$ cat src/rtl/exp_norm_adjust_m.sv
// Exponent post-processing for the FP multiplier: adds normalisation and rounding increments,
// saturates to infinity/zero exponent and flags it. Optional sticky flags: EXP_STICKY_FLAGS_EN.
module exp_norm_adjust_m #(
    parameter int W_Exp = 8
) (
    input  logic             clk,
    input  logic             rst,
    input  logic             in_valid,
    output logic             in_ready,
    input  logic [W_Exp:0]   exp_pr,
    input  logic             exp_ufl_in,
    input  logic             norm_bit,
    input  logic             rnd_valid,
    input  logic             rnd_carry,
    output logic             out_valid,
    input  logic             out_ready,
    output logic [W_Exp-1:0] exp_final,
    output logic             ovf_flag,
`ifdef EXP_STICKY_FLAGS_EN
    output logic             ufl_flag,
    input  logic             clr_flags
`else
    output logic             ufl_flag
`endif
);

    localparam int W_S = W_Exp + 2;
    localparam logic [W_Exp-1:0]      EXP_MAX   = {W_Exp{1'b1}};
    localparam logic signed [W_S-1:0] EXP_MAX_S = $signed({2'b00, EXP_MAX});
    localparam logic signed [W_S-1:0] ZERO_S    = {W_S{1'b0}};

    typedef enum logic [2:0] {
        ST_IDLE     = 3'd0,
        ST_NORM     = 3'd1,
        ST_WAIT_RND = 3'd2,
        ST_CHECK    = 3'd3,
        ST_OUT      = 3'd4
    } state_t;

    state_t                  state_r, state_next_s;
    logic signed [W_S-1:0]   s_r, s_next_s;
    logic                    norm_r, norm_next_s;
    logic                    out_valid_r, out_valid_next_s;
    logic [W_Exp-1:0]        exp_final_r, exp_next_s;
    logic                    ovf_r, ovf_next_s;
    logic                    ufl_r, ufl_next_s;
    logic                    in_ready_r;
    logic                    chk_en_s, chk_ovf_s, chk_ufl_s;

    // Next-state, exponent accumulation and range check
    always_comb begin
        state_next_s     = state_r;
        s_next_s         = s_r;
        norm_next_s      = norm_r;
        out_valid_next_s = out_valid_r;
        exp_next_s       = exp_final_r;
        chk_en_s         = 1'b0;
        chk_ovf_s        = 1'b0;
        chk_ufl_s        = 1'b0;
        case (state_r)
            ST_IDLE: begin
                if (in_valid) begin
                    s_next_s     = $signed({exp_ufl_in, exp_pr});
                    norm_next_s  = norm_bit;
                    state_next_s = ST_NORM;
                end else begin
                    state_next_s = ST_IDLE;
                end
            end
            ST_NORM: begin
                s_next_s     = s_r + $signed({{(W_S-1){1'b0}}, norm_r});
                state_next_s = ST_WAIT_RND;
            end
            ST_WAIT_RND: begin
                if (rnd_valid) begin
                    s_next_s     = s_r + $signed({{(W_S-1){1'b0}}, rnd_carry});
                    state_next_s = ST_CHECK;
                end else begin
                    state_next_s = ST_WAIT_RND;
                end
            end
            ST_CHECK: begin
                chk_en_s = 1'b1;
                // s is two's complement, so a borrowed exponent compares below zero
                if (s_r >= EXP_MAX_S) begin
                    exp_next_s = EXP_MAX;
                    chk_ovf_s  = 1'b1;
                end else if (s_r <= ZERO_S) begin
                    exp_next_s = {W_Exp{1'b0}};
                    chk_ufl_s  = 1'b1;
                end else begin
                    exp_next_s = s_r[W_Exp-1:0];
                end
                out_valid_next_s = 1'b1;
                state_next_s     = ST_OUT;
            end
            ST_OUT: begin
                if (out_ready) begin
                    out_valid_next_s = 1'b0;
                    state_next_s     = ST_IDLE;
                end else begin
                    state_next_s = ST_OUT;
                end
            end
            default: begin
                out_valid_next_s = 1'b0;
                state_next_s     = ST_IDLE;
            end
        endcase
    end

    // Flag update: a CHECK in the same cycle as a clear keeps its own flags
    always_comb begin
        ovf_next_s = ovf_r;
        ufl_next_s = ufl_r;
`ifdef EXP_STICKY_FLAGS_EN
        if (chk_en_s) begin
            ovf_next_s = clr_flags ? chk_ovf_s : (ovf_r | chk_ovf_s);
            ufl_next_s = clr_flags ? chk_ufl_s : (ufl_r | chk_ufl_s);
        end else if (clr_flags) begin
            ovf_next_s = 1'b0;
            ufl_next_s = 1'b0;
        end else begin
            ovf_next_s = ovf_r;
            ufl_next_s = ufl_r;
        end
`else
        if (chk_en_s) begin
            ovf_next_s = chk_ovf_s;
            ufl_next_s = chk_ufl_s;
        end else begin
            ovf_next_s = ovf_r;
            ufl_next_s = ufl_r;
        end
`endif
    end

    // State and output registers
    always_ff @(posedge clk or negedge rst) begin
        if (!rst) begin
            state_r     <= ST_IDLE;
            s_r         <= {W_S{1'b0}};
            norm_r      <= 1'b0;
            out_valid_r <= 1'b0;
            exp_final_r <= {W_Exp{1'b0}};
            ovf_r       <= 1'b0;
            ufl_r       <= 1'b0;
            in_ready_r  <= 1'b1;
        end else begin
            state_r     <= state_next_s;
            s_r         <= s_next_s;
            norm_r      <= norm_next_s;
            out_valid_r <= out_valid_next_s;
            exp_final_r <= exp_next_s;
            ovf_r       <= ovf_next_s;
            ufl_r       <= ufl_next_s;
            in_ready_r  <= (state_next_s == ST_IDLE);
        end
    end

    assign in_ready  = in_ready_r;
    assign out_valid = out_valid_r;
    assign exp_final = exp_final_r;
    assign ovf_flag  = ovf_r;
    assign ufl_flag  = ufl_r;

endmodule
$ cat config.mk
export PLATFORM = sky130hd
export DESIGN_NAME = exp_norm_adjust_m
export DESIGN_NICKNAME = d
export VERILOG_FILES = /design/src/rtl/exp_norm_adjust_m.sv
export SDC_FILE = /design/constraint.sdc
export NUM_CORES = 1
export LEC_CHECK = 0
export CORE_MARGIN = 2
export CORE_UTILIZATION = 35
export DETAILED_ROUTE_END_ITERATION = 10
export GPL_ROUTABILITY_DRIVEN = 0
export PLACE_DENSITY_LB_ADDON = 0.3
export SYNTH_ARGS = -nofsm -noshare
export SYNTH_HDL_FRONTEND = slang
export SYNTH_SLANG_ARGS = --single-unit
$ cat constraint.sdc
create_clock -name clk -period 3 [get_ports clk]
set_input_delay 0.45 -clock clk [delete_from_list [all_inputs] [get_ports clk]]
set_output_delay 0.45 -clock clk [all_outputs]
set_load 0.02 [all_outputs]
# After elaboration in Yosys (flattened, before gate mapping)
# Cells that the tools add are included.
op_classes:
  bitwise: 1
  n_mux: 17
  n_addsub: 2
  eq_ne: 7
  n_lt_le_gt_ge: 2
  reduce_logical: 7
ops:
  columns: ["operator", "count"]
  rows:
  - ["10-bit one-hot mux with 3 select lines", 1]
  - ["10-bit by 2-bit adder with 10-bit output", 2]
  - ["10-bit 2-to-1 mux", 2]
  - ["8-bit 2-to-1 mux", 2]
  - ["3-bit one-hot mux with 5 select lines", 1]
  - ["10-bit by 9-bit >= comparator with 1-bit output (second input constant)", 1]
  - ["10-bit by 1-bit less-or-equal comparator with 1-bit output (second input constant)", 1]
  - ["1-bit 2-to-1 mux", 9]
  - ["3-bit by 2-bit == test with 1-bit output (second input constant)", 2]
  - ["3-bit zero test", 2]
  - ["2-bit inequality test (second input constant)", 3]
  - ["2-bit AND reduction", 2]
  - ["3-bit by 1-bit == test with 1-bit output (second input constant)", 1]
  - ["3-bit == test (second input constant)", 1]
  - ["3-bit 2-to-1 mux", 1]
  - ["1-bit one-hot mux with 3 select lines", 1]
  - ["3-bit AND reduction", 1]
  - ["3-bit nonzero test", 1]
  - ["3-bit OR reduction", 1]
  - ["1-bit NOT", 1]
totals:
  reg_bits: 26
  in_bits: 17
  out_inout_bits: 12

# Depth between registers and ports, before layout
# Gate-level depths: netlist (run 1).
logic_depth:
  ltp_word: 4
  ltp_mapped: 9

# Least setup slack after synthesis (run 1)
# Ideal clock, no wire load.
synth_timing:
  path_type: "flip-flop to flip-flop"
  from: "reg state_r[0]"
  to: "reg s_r[8]"
  t_arrival_ps: 1858
  path_slack_ps: 1020
  required_time_ps: 2877
  setup_time_ps: 123
  synth_period_minus_slack_ps: 1980
  n_path_buf: 1
  path_stages_with_launch: 10
  cell_sequence: "dfrtp_1 buf_6 nor3b_1 mux2_2 ha_1 ha_1 nand4_1 nor2_1 mux2i_1 o2bb2ai_1"
synth_via:
  elab_chain_len: 3
  elab_cells_between_ends: 8
  cone_classes: "eq/ne: 4; mux: 1; reduce/logical: 3"
synth_lines:
  columns: ["element", "line_no", "text"]
  rows:
  - ["start, declared", "40", "state_t state_r, state_next_s;"]
  - ["start signal, assigned", "150", "state_r <= state_next_s;"]
  - ["3-bit by 2-bit == test with 1-bit output (tied with other cells)", "60", "case (state_r)"]
  - ["2-bit inequality test (no line) / 3-bit nonzero test (equally long branches)", null, null]
  - ["3-bit AND reduction (no line)", null, null]
  - ["end signal, assigned", "142", "s_r <= {W_S{1'b0}};"]
  - ["end signal, assigned", "151", "s_r <= s_next_s;"]
  - ["end, declared", "41", "logic signed [W_S-1:0] s_r, s_next_s;"]
# Parallel ways exist; a longest one is shown, timed or not.
# A chain may end at the register's enable or synchronous reset.

# Worst setup path after layout (run 1)
layout_timing:
  from: "reg state_r[1]"
  to: "reg s_r[8]"
# The elaborated chain is that of the path after synthesis.

==> run_results.csv, run 1 <==
group,metric,value,unit
setup_path,crit_family,"flip-flops",
sta,fin_skew,0.00439,ns
pwr,peakVddDrop,457,uV
synthesis,ys_types,45,
layout,drive_gt1_frac,0.109,
route,via_count,1199,
synthesis,avgSynthCellArea,9.74,sq um
sta,slew_violations,0,
grt,antenna_found_initial,0,
floorplanning,die_y,68.8,um
pwr,power_frac_clock,0.104,
synthesis,yosysSeqAreaShare,0.443,
synthesis,synth_top_area_cell,"dfrtp_1",
sta,fmax,437,MHz
setup_path,critPathSlowestCell,"dfrtp_1",
synthesis,synthCells,151,
clock_tree,postCtsSetupRepairBufs,0,
setup_path,cpMostUsedCell,"ha_1",
setup_path,cp-end-kind,"flop",
floorplanning,core-area,4030,sq um
grt,grt_pass1_wl,5290,um
synthesis,synth_flop_cell,"dfrtp_1",
setup_path,critPathBufInv,0,
route,drtIter0Drc,75,
floorplanning,fp.dieW,68.8,um
clock_tree,cts_buffers,3,
synthesis,syn_area,1470,sq um
synthesis,synth_edf_count,0,
synthesis,syn_nets,170,
clock_tree,cts_root_buffer,"clkbuf_8",
floorplanning,fp-row-count,23,
pwr,pwr-share-seq,0.348,
synthesis,synthArstFlopShare,1.00,
pwr,p_int,1.19,mW
synthesis,ys_warn_count,0,
layout,nNetsFinal,195,
setup_path,required,3.21,ns
layout,final_cells,225,
place,dpl.hpwl,2260,um
sta,worst_slew_pin_slew,0.422,ns
route,ant_nets,0,
synthesis,yosys_register_bits,26,
setup_path,cp_max_fo,8,
grt,grt_pass1_vias,1135,
sta,rsz0062_at_grt,"false",
setup_path,slowest_delay,0.58,ns
grt,grt_max_degree,27,
clock_tree,clk_pin_slew,0.09,ns
run,max-cap-violations,0,
layout,fillers,381,
clock_tree,hold_buffers,0,
clock_tree,h-tree-depth,1,
setup_path,crit_chain,"nor3b_1 -> mux2_2 -> ha_1 -> ha_1 -> nand4_1 -> nor2_1 -> o21ai_0 -> o2bb2ai_1",
grt,grt-ovfl-total,0,
pwr,comb_power_share,0.548,
floorplanning,start_util,0.365,
pwr,cellPowerDensity,1230,nW/um^2
clock_tree,cts_tree,"done",
place,dp_cells,221,
synthesis,netlist_top_cells_area,"dfrtp_1 43%, nor2_1 4.9%, nand2_1 4.3%, mux2i_1 4.1%, a21oi_1 3.7%",
route,routed_via_density,5.33,
sta,setup_viol,0,
route,routed_wl,3120,um
sta,maxSlewHeadroom,0.718,
layout,antennaDiodeCount,0,
place,io_buffers,28,
setup_path,crit_arrival,2.50,ns
route,first_pass_iters,4,
setup_path,critPathKind,"reg -> reg",
clock_tree,clockBufferDepth,2,
clock_tree,cts.sinks,26,
floorplanning,die_area,4730,sq um
route,avgRoutedWirePerCell,13.9,um
min_path,hp-class,"reg -> reg",
sta,finalHoldViolations,0,
clock_tree,postCtsResizedCells,0,
synthesis,netlist.area_leader.share,0.426,
grt,track_usage,0.152,
pwr,leakage,0.704,nW
sta,post-route-period-util,0.763,
layout,area_growth,21.8,%
clock_tree,clkLatencyLatePin,0.27,ns
sta,min_period,2.29,ns
synthesis,synthMostInstantiatedCell,"dfrtp_1",
floorplanning,boundaryPins,29,
pwr,p_switching,1.01,mW
route,drc,0,
pwr,swShare,0.460,
sta,final.setup.tns,0,ns
setup_path,cp-start-kind,"flop",
synthesis,synth_common_cells,"25 x dfrtp_1, 19 x nor2_1, 17 x nand2_1",
status,status,"completed",
[stage by stage]
stage	setup WS, ns	util	area (sq um)	power (mW)	hold slack, ns
2_1_floorplan	1.02	-	1470	1.75	0.154
3_3_place_gp	0.873	0.431	1740	1.96	0.482
3_5_place_dp	0.786	0.431	1740	1.98	0.504
4_1_cts	0.744	0.444	1790	2.22	0.525
5_1_grt	0.582	0.444	1790	2.39	0.549
6_report	0.710	0.444	1790	2.21	0.515
[power groups by stage]
stage,logic (mW),clock network (mW),registers (mW)
6_report,1.21,0.230,0.767
3_3_place_gp,1.19,0,0.761
3_5_place_dp,1.21,0,0.773
5_1_grt,1.34,0.257,0.797
4_1_cts,1.21,0.239,0.766
2_1_floorplan,0.979,0,0.767
[layer usage]
| metal | vias up | global-route usage | wire length [um] | part of all wire |
|---|---|---|---|---|
| li1 | 595 | - | - | - |
| met1 | 567 | 0.200 | 1450 | 0.46 |
| met2 | 30 | 0.234 | 1470 | 0.47 |
| met3 | 7 | 0.0292 | 127 | 0.041 |
| met4 | 0 | 0.0809 | 80 | 0.026 |
| met5 | - | 0 | 0 | 0 |
[path summary, 6_finish.rpt]
check	from	depth (start not counted)	endpoint	slack (ns)
max	state_r[1]$_DFF_PN0_	8	s_r[8]$_DFFE_PN0P_	0.71
min	exp_final[1]$_DFFE_PN0P_	2	exp_final[1]$_DFFE_PN0P_	0.51
max reg2reg	state_r[1]$_DFF_PN0_	8	s_r[8]$_DFFE_PN0P_	0.71
min reg2reg	exp_final[1]$_DFFE_PN0P_	2	exp_final[1]$_DFFE_PN0P_	0.51
max in group asynchronous	rst	2	in_ready$_DFF_PN1_	2.16
min in group asynchronous	rst	2	s_r[0]$_DFFE_PN0P_	0.53
[worst min-delay path, cell delays in order (launching register included)]
cell and delay, ns:
dfrtp_1 0.35, nor2_1 0.05, nor2_1 0.08
[final cells by class]
| type | count | area, sq um | share of cell area |
|---|---|---|---|
| multi-input combinational | 110 | 706 | 0.394 |
| sequential | 26 | 652 | 0.364 |
| tap | 50 | 62.6 | 0.0349 |
| inverter | 6 | 27.5 | 0.0154 |
| timing repair buffer | 29 | 288 | 0.161 |
| clock buffer | 4 | 55.1 | 0.0307 |
[registers in the layout (all words and copies together), names as in the netlist]
register and flops:
s_r 10, norm_r 1, state_r 3, out_valid 1, ovf_flag 1, in_ready 1
ufl_flag 1, exp_final 8
[cell families (layout without fill, tap and decap cells)]
family	after synthesis	count (layout)	share of synthesized area
compound gates	39	39	0.197
buf+inv	15	39	0.0766
fa+ha+maj	2	2	0.0170
simple gates	61	61	0.199
xor+xnor	1	1	0.0187
flops	26	26	0.443
mux	7	7	0.0485
[cells in the final DEF (no fill, tap or decap), drive strengths merged, types with 3 or more instances in the layout]
| cell | count |
|---|---|
| nand2 | 18 |
| inv | 5 |
| dfrtp | 25 |
| a21oi | 12 |
| clkdlybuf4s50 | 28 |
| nand4 | 3 |
| o2bb2ai | 4 |
| o21ai | 8 |
| a31oi | 4 |
| nor3 | 7 |
| clkbuf | 4 |
| mux2i | 6 |
| nand3 | 6 |
| nor2 | 19 |
Power figures use the tool's default switching activity.
==> run 2: changes to the inputs <==
clock period = 2.16 ns   (was 3 ns; I/O delays follow)
==> run 2 against run 1 <==
  * Via count is 0.33% higher
  * Clock-buffer cell count down 1
  * Cell count increased by 1.3%
  * Wire length is 2.9% higher
  * Register-to-register slack lost 0.50 ns
  * Largest power group unchanged
==> run_results.csv, run 2 (synthesis gave the netlist of run 1 again) <==
group,metric,value,unit
route,routed_wl,3210,um
layout,finalInstanceArea,1840,sq um
route,avgRoutedWirePerCell,14.1,um
floorplanning,start_util,0.365,
grt,grt_pass1_wl,5550,um
layout,regMostFlops,"s_r",
grt,gr-usage-met1,0.196,
setup_path,cp-end-kind,"flop",
grt,track_usage,0.154,
sta,fmax,513,MHz
layout,fillers,405,
floorplanning,fp-row-count,23,
route,drtIter0Drc,45,
min_path,hp-class,"in -> async",
route,drc,0,
layout,nNetsFinal,198,
pwr,leakage,0.726,nW
clock_tree,clockBufferDepth,2,
setup_path,required,2.32,ns
floorplanning,die_y,68.8,um
place,dpl-instance-area,1760,sq um
setup_path,worstReg2RegStart,"state_r[0]$_DFF_PN0_",
clock_tree,clkLatencyLatePin,0.27,ns
layout,final_cell_mix,"28 x clkdlybuf4s50_1, 25 x dfrtp_1, 19 x nor2_1",
place,io_buffers,28,
place,dpl.hpwl,2320,um
setup_path,critPathKind,"reg -> reg",
grt,busiest_layer,"met2",
route,routed_via_density,5.28,
sta,min_period,1.95,ns
place,place_ws,0.0723,ns
setup_path,cp_max_fo,5,
clock_tree,clk_pin_slew,0.10,ns
layout,drive_gt1_frac,0.140,
layout,area_growth,25.1,%
layout,final_common_cell,"clkdlybuf4s50_1",
clock_tree,cts_tree,"done",
run,max-cap-violations,0,
sta,worst_slew_pin_slew,0.428,ns
clock_tree,h-tree-depth,1,
setup_path,crit_path_start,"state_r[0]$_DFF_PN0_",
sta,slew_violations,0,
route,via_count,1203,
grt,grt_max_degree,27,
sta,worst_slack,0.210,ns
setup_path,crit_arrival,2.12,ns
layout,antennaDiodeCount,0,
pwr,cellPowerDensity,1750,nW/um^2
floorplanning,fp.dieW,68.8,um
clock_tree,cts.sinks,26,
pwr,power,3.22,mW
grt,antenna_found_initial,0,
route,first_pass_iters,4,
grt,grt_pass1_vias,1243,
clock_tree,cts_buffers,3,
grt,grt-ovfl-total,0,
floorplanning,boundaryPins,29,
sta,maxSlewHeadroom,0.714,
route,ant_nets,0,
status,status,"completed",
grt,met2_usage,0.267,
sta,rsz0062_at_grt,"false",
sta,setup_viol,0,
pwr,peakVddDrop,843,uV
floorplanning,core-area,4030,sq um
clock_tree,cts_root_buffer,"clkbuf_8",
layout,largest_reg_flops,10,
sta,final.setup.tns,0,ns
sta,post-route-period-util,0.903,
setup_path,cp-start-kind,"flop",
grt,use_met3,0.0211,
floorplanning,die_area,4730,sq um
sta,fin_skew,0.00252,ns
sta,finalHoldViolations,0,
[run 2: worst max-delay path: stages, from the launching register on]
cell and delay (ns):
dfrtp_1 0.41, nor3b_2 0.18, mux2_2 0.35, ha_2 0.20, ha_2 0.19, nand4_1 0.17, nor2_1 0.08, mux2i_1 0.17
o2bb2ai_1 0.10
[run 2: final timing paths]
check	to	slack, ns	cells past startpoint
hold / removal	norm_r$_DFFE_PN0N_	0.40	2
max in group asynchronous	in_ready$_DFF_PN1_	1.46	2
hold reg to reg	ovf_flag$_DFFE_PN0P_	0.51	2
setup / recovery	s_r[8]$_DFFE_PN0P_	0.21	8
min in group clk	ovf_flag$_DFFE_PN0P_	0.51	2
setup reg to reg	s_r[8]$_DFFE_PN0P_	0.21	8
[run 2: where the power goes]
group	switching, mW	internal [mW]
Clock	0.164	0.248
Combinational	1.01	0.789
Sequential	0.258	0.749
[run 2: metrics by stage]
step | std cells | hold WS, ns | utilization
after floorplan | 151 | 0.0284 | -
after global placement | 224 | 0.482 | 0.436
after detailed placement | 224 | 0.487 | 0.436
after CTS | 228 | 0.422 | 0.454
after global routing | 228 | 0.432 | 0.457
final | 228 | 0.404 | 0.457
[run 2: layout make-up]
type / instances / area, sq um / area share
multi-input combinational: 110 / 716 / 0.389
inverter: 6 / 27.5 / 0.0150
tap: 50 / 62.6 / 0.0340
clock buffer: 3 / 41.3 / 0.0224
clock inverter: 1 / 30.0 / 0.0163
sequential: 26 / 652 / 0.354
timing repair buffer: 32 / 310 / 0.169
[run 2: routing by layer]
layer	share of wire	vias up
li1	-	595
met1	0.46	583
met2	0.50	21
met3	0.032	4
met4	0.0087	0
met5	0	-
[run 2: timing repair]
item	4_1_cts	5_1_grt
resized for setup	0	3
endpoints found under the setup margin	0	2
hold buffers	0	0
setup buffers	0	0
==> run 3: changes to the inputs <==
CORE_MARGIN = 4   (was 2)
PLACE_DENSITY_LB_ADDON = default   (was 0.3)
==> run 3 against run 2 <==
  * Clock-buffer cell count unchanged
  * Core utilization up 0.062 points
  * Highest routed layer unchanged
  * Critical endpoint is now s_r[4]$_DFFE_PN0P_
  * Power rose by 0.38%
  * Via count grew 0.91%
==> run_results.csv, run 3 (synthesis gave the netlist of run 1 again) <==
group,metric,value,unit
status,status,"completed",
route,drtIter0Drc,65,
clock_tree,cts_root_buffer,"clkbuf_8",
clock_tree,clk_pin_slew,0.09,ns
layout,regMostFlops,"s_r",
sta,fmax,508,MHz
sta,worst_slew_pin_slew,0.446,ns
run,max-cap-violations,0,
grt,antenna_found_initial,0,
clock_tree,hold_buffers,0,
layout,ff_latch_area,652,sq um
setup_path,critPathSlowestCell,"dfrtp_1",
place,io_buffers,28,
grt,grt_pass1_wl,5750,um
setup_path,cp_max_fo,5,
layout,final_util,0.457,
setup_path,crit_family,"adder cells",
sta,maxSlewHeadroom,0.702,
floorplanning,fp.dieW,72.8,um
floorplanning,boundaryPins,29,
setup_path,cp-start-kind,"flop",
setup_path,crit_arrival,2.16,ns
layout,antennaDiodeCount,0,
sta,min_period,1.97,ns
clock_tree,h-tree-depth,1,
setup_path,critPathBufInv,0,
sta,fin_skew,0.00565,ns
clock_tree,clockBufferDepth,2,
clock_tree,cts_tree,"done",
layout,largest_reg_flops,10,
floorplanning,start_util,0.365,
floorplanning,die_y,72.8,um
clock_tree,cts_buffers,3,
route,routed_wl,3400,um
grt,grt-ovfl-total,0,
place,dpl.hpwl,2490,um
sta,post-route-period-util,0.911,
layout,final_common_cell,"clkdlybuf4s50_1",
setup_path,slowest_delay,0.40,ns
layout,fillers,406,
setup_path,crit_chain,"nor3b_2 -> mux2_2 -> ha_2 -> ha_1 -> nand4_1 -> o211ai_1 -> a31oi_1",
pwr,peakVddDrop,748,uV
pwr,leakage,0.729,nW
setup_path,cp-end-kind,"flop",
route,routed_via_density,5.32,
min_path,hp-class,"in -> async",
layout,drive_gt1_frac,0.140,
setup_path,critPathKind,"reg -> reg",
clock_tree,cts.sinks,26,
floorplanning,fp-row-count,23,
sta,finalHoldViolations,0,
route,first_pass_iters,5,
layout,nNetsFinal,198,
sta,rsz0062_at_grt,"false",
route,via_count,1214,
grt,track_usage,0.136,
route,drc,0,
layout,multi_input_area,718,sq um
floorplanning,core-area,4030,sq um
layout,final_cell_mix,"28 x clkdlybuf4s50_1, 25 x dfrtp_1, 19 x nor2_1",
grt,grt_pass1_vias,1245,
sta,slew_violations,0,
floorplanning,die_area,5300,sq um
clock_tree,clkLatencyLatePin,0.27,ns
layout,area_growth,25.3,%
grt,grt_max_degree,27,
pwr,cellPowerDensity,1760,nW/um^2
setup_path,required,2.35,ns
sta,setup_viol,0,
sta,final.setup.tns,0,ns
route,ant_nets,0,
route,avgRoutedWirePerCell,14.9,um
[run 3: cell counts in the layout (fill, tap and decap cells not counted)]
No cell type changed its count.
[run 3: layout make-up]
cell class / instances / share of cell area
inverter: 6 / 0.0149
clock buffer: 3 / 0.0224
tap: 50 / 0.0340
multi-input combinational: 110 / 0.390
clock inverter: 1 / 0.0163
timing repair buffer: 32 / 0.168
sequential: 26 / 0.354
[run 3: per-layer routing]
layer	routed length, um	GRT usage	up-vias	share of wire
li1	-	-	594	-
met1	1500	0.172	579	0.44
met2	1690	0.233	36	0.50
met3	169	0.0220	5	0.050
met4	44	0.0471	0	0.013
met5	0	0	-	0
[run 3: final timing paths]
path                                           start                   end  slack [ns]  cells after the start
worst max register to register  state_r[0]$_DFF_PN0_    s_r[4]$_DFFE_PN0P_        0.19                      7
worst max-delay path            state_r[0]$_DFF_PN0_    s_r[4]$_DFFE_PN0P_        0.19                      7
worst min register to register  ovf_flag$_DFFE_PN0P_  ovf_flag$_DFFE_PN0P_        0.50                      2
worst min-delay path                             rst  ovf_flag$_DFFE_PN0P_        0.41                      2
max in group asynchronous                        rst    in_ready$_DFF_PN1_        1.45                      2
min in group clk                ovf_flag$_DFFE_PN0P_  ovf_flag$_DFFE_PN0P_        0.50                      2
[run 3: report_power, final]
| part | total, mW | switching (mW) | internal (mW) |
|---|---|---|---|
| clock | 0.407 | 0.159 | 0.248 |
| sequential | 1.02 | 0.271 | 0.749 |
| combinational | 1.81 | 1.02 | 0.785 |
[run 3: metrics by stage]
| step | worst slack, ns | cell area, sq um | total power, mW | std cells | hold WS (ns) |
|---|---|---|---|---|---|
| global route | 0.0789 | 1840 | 3.47 | 228 | 0.439 |
| finish | 0.192 | 1840 | 3.23 | 228 | 0.406 |
| CTS | 0.0982 | 1830 | 3.25 | 228 | 0.414 |
| floorplan | 0.180 | 1470 | 2.43 | 151 | 0.0284 |
| global placement | 0.174 | 1760 | 2.78 | 224 | 0.484 |
| detailed placement | 0.0794 | 1760 | 2.83 | 224 | 0.488 |
[run 3: what timing repair did]
item | CTS | global route
buffers inserted | 0 | 0
resized for setup | 0 | 4
endpoints found under the setup margin | 0 | 3
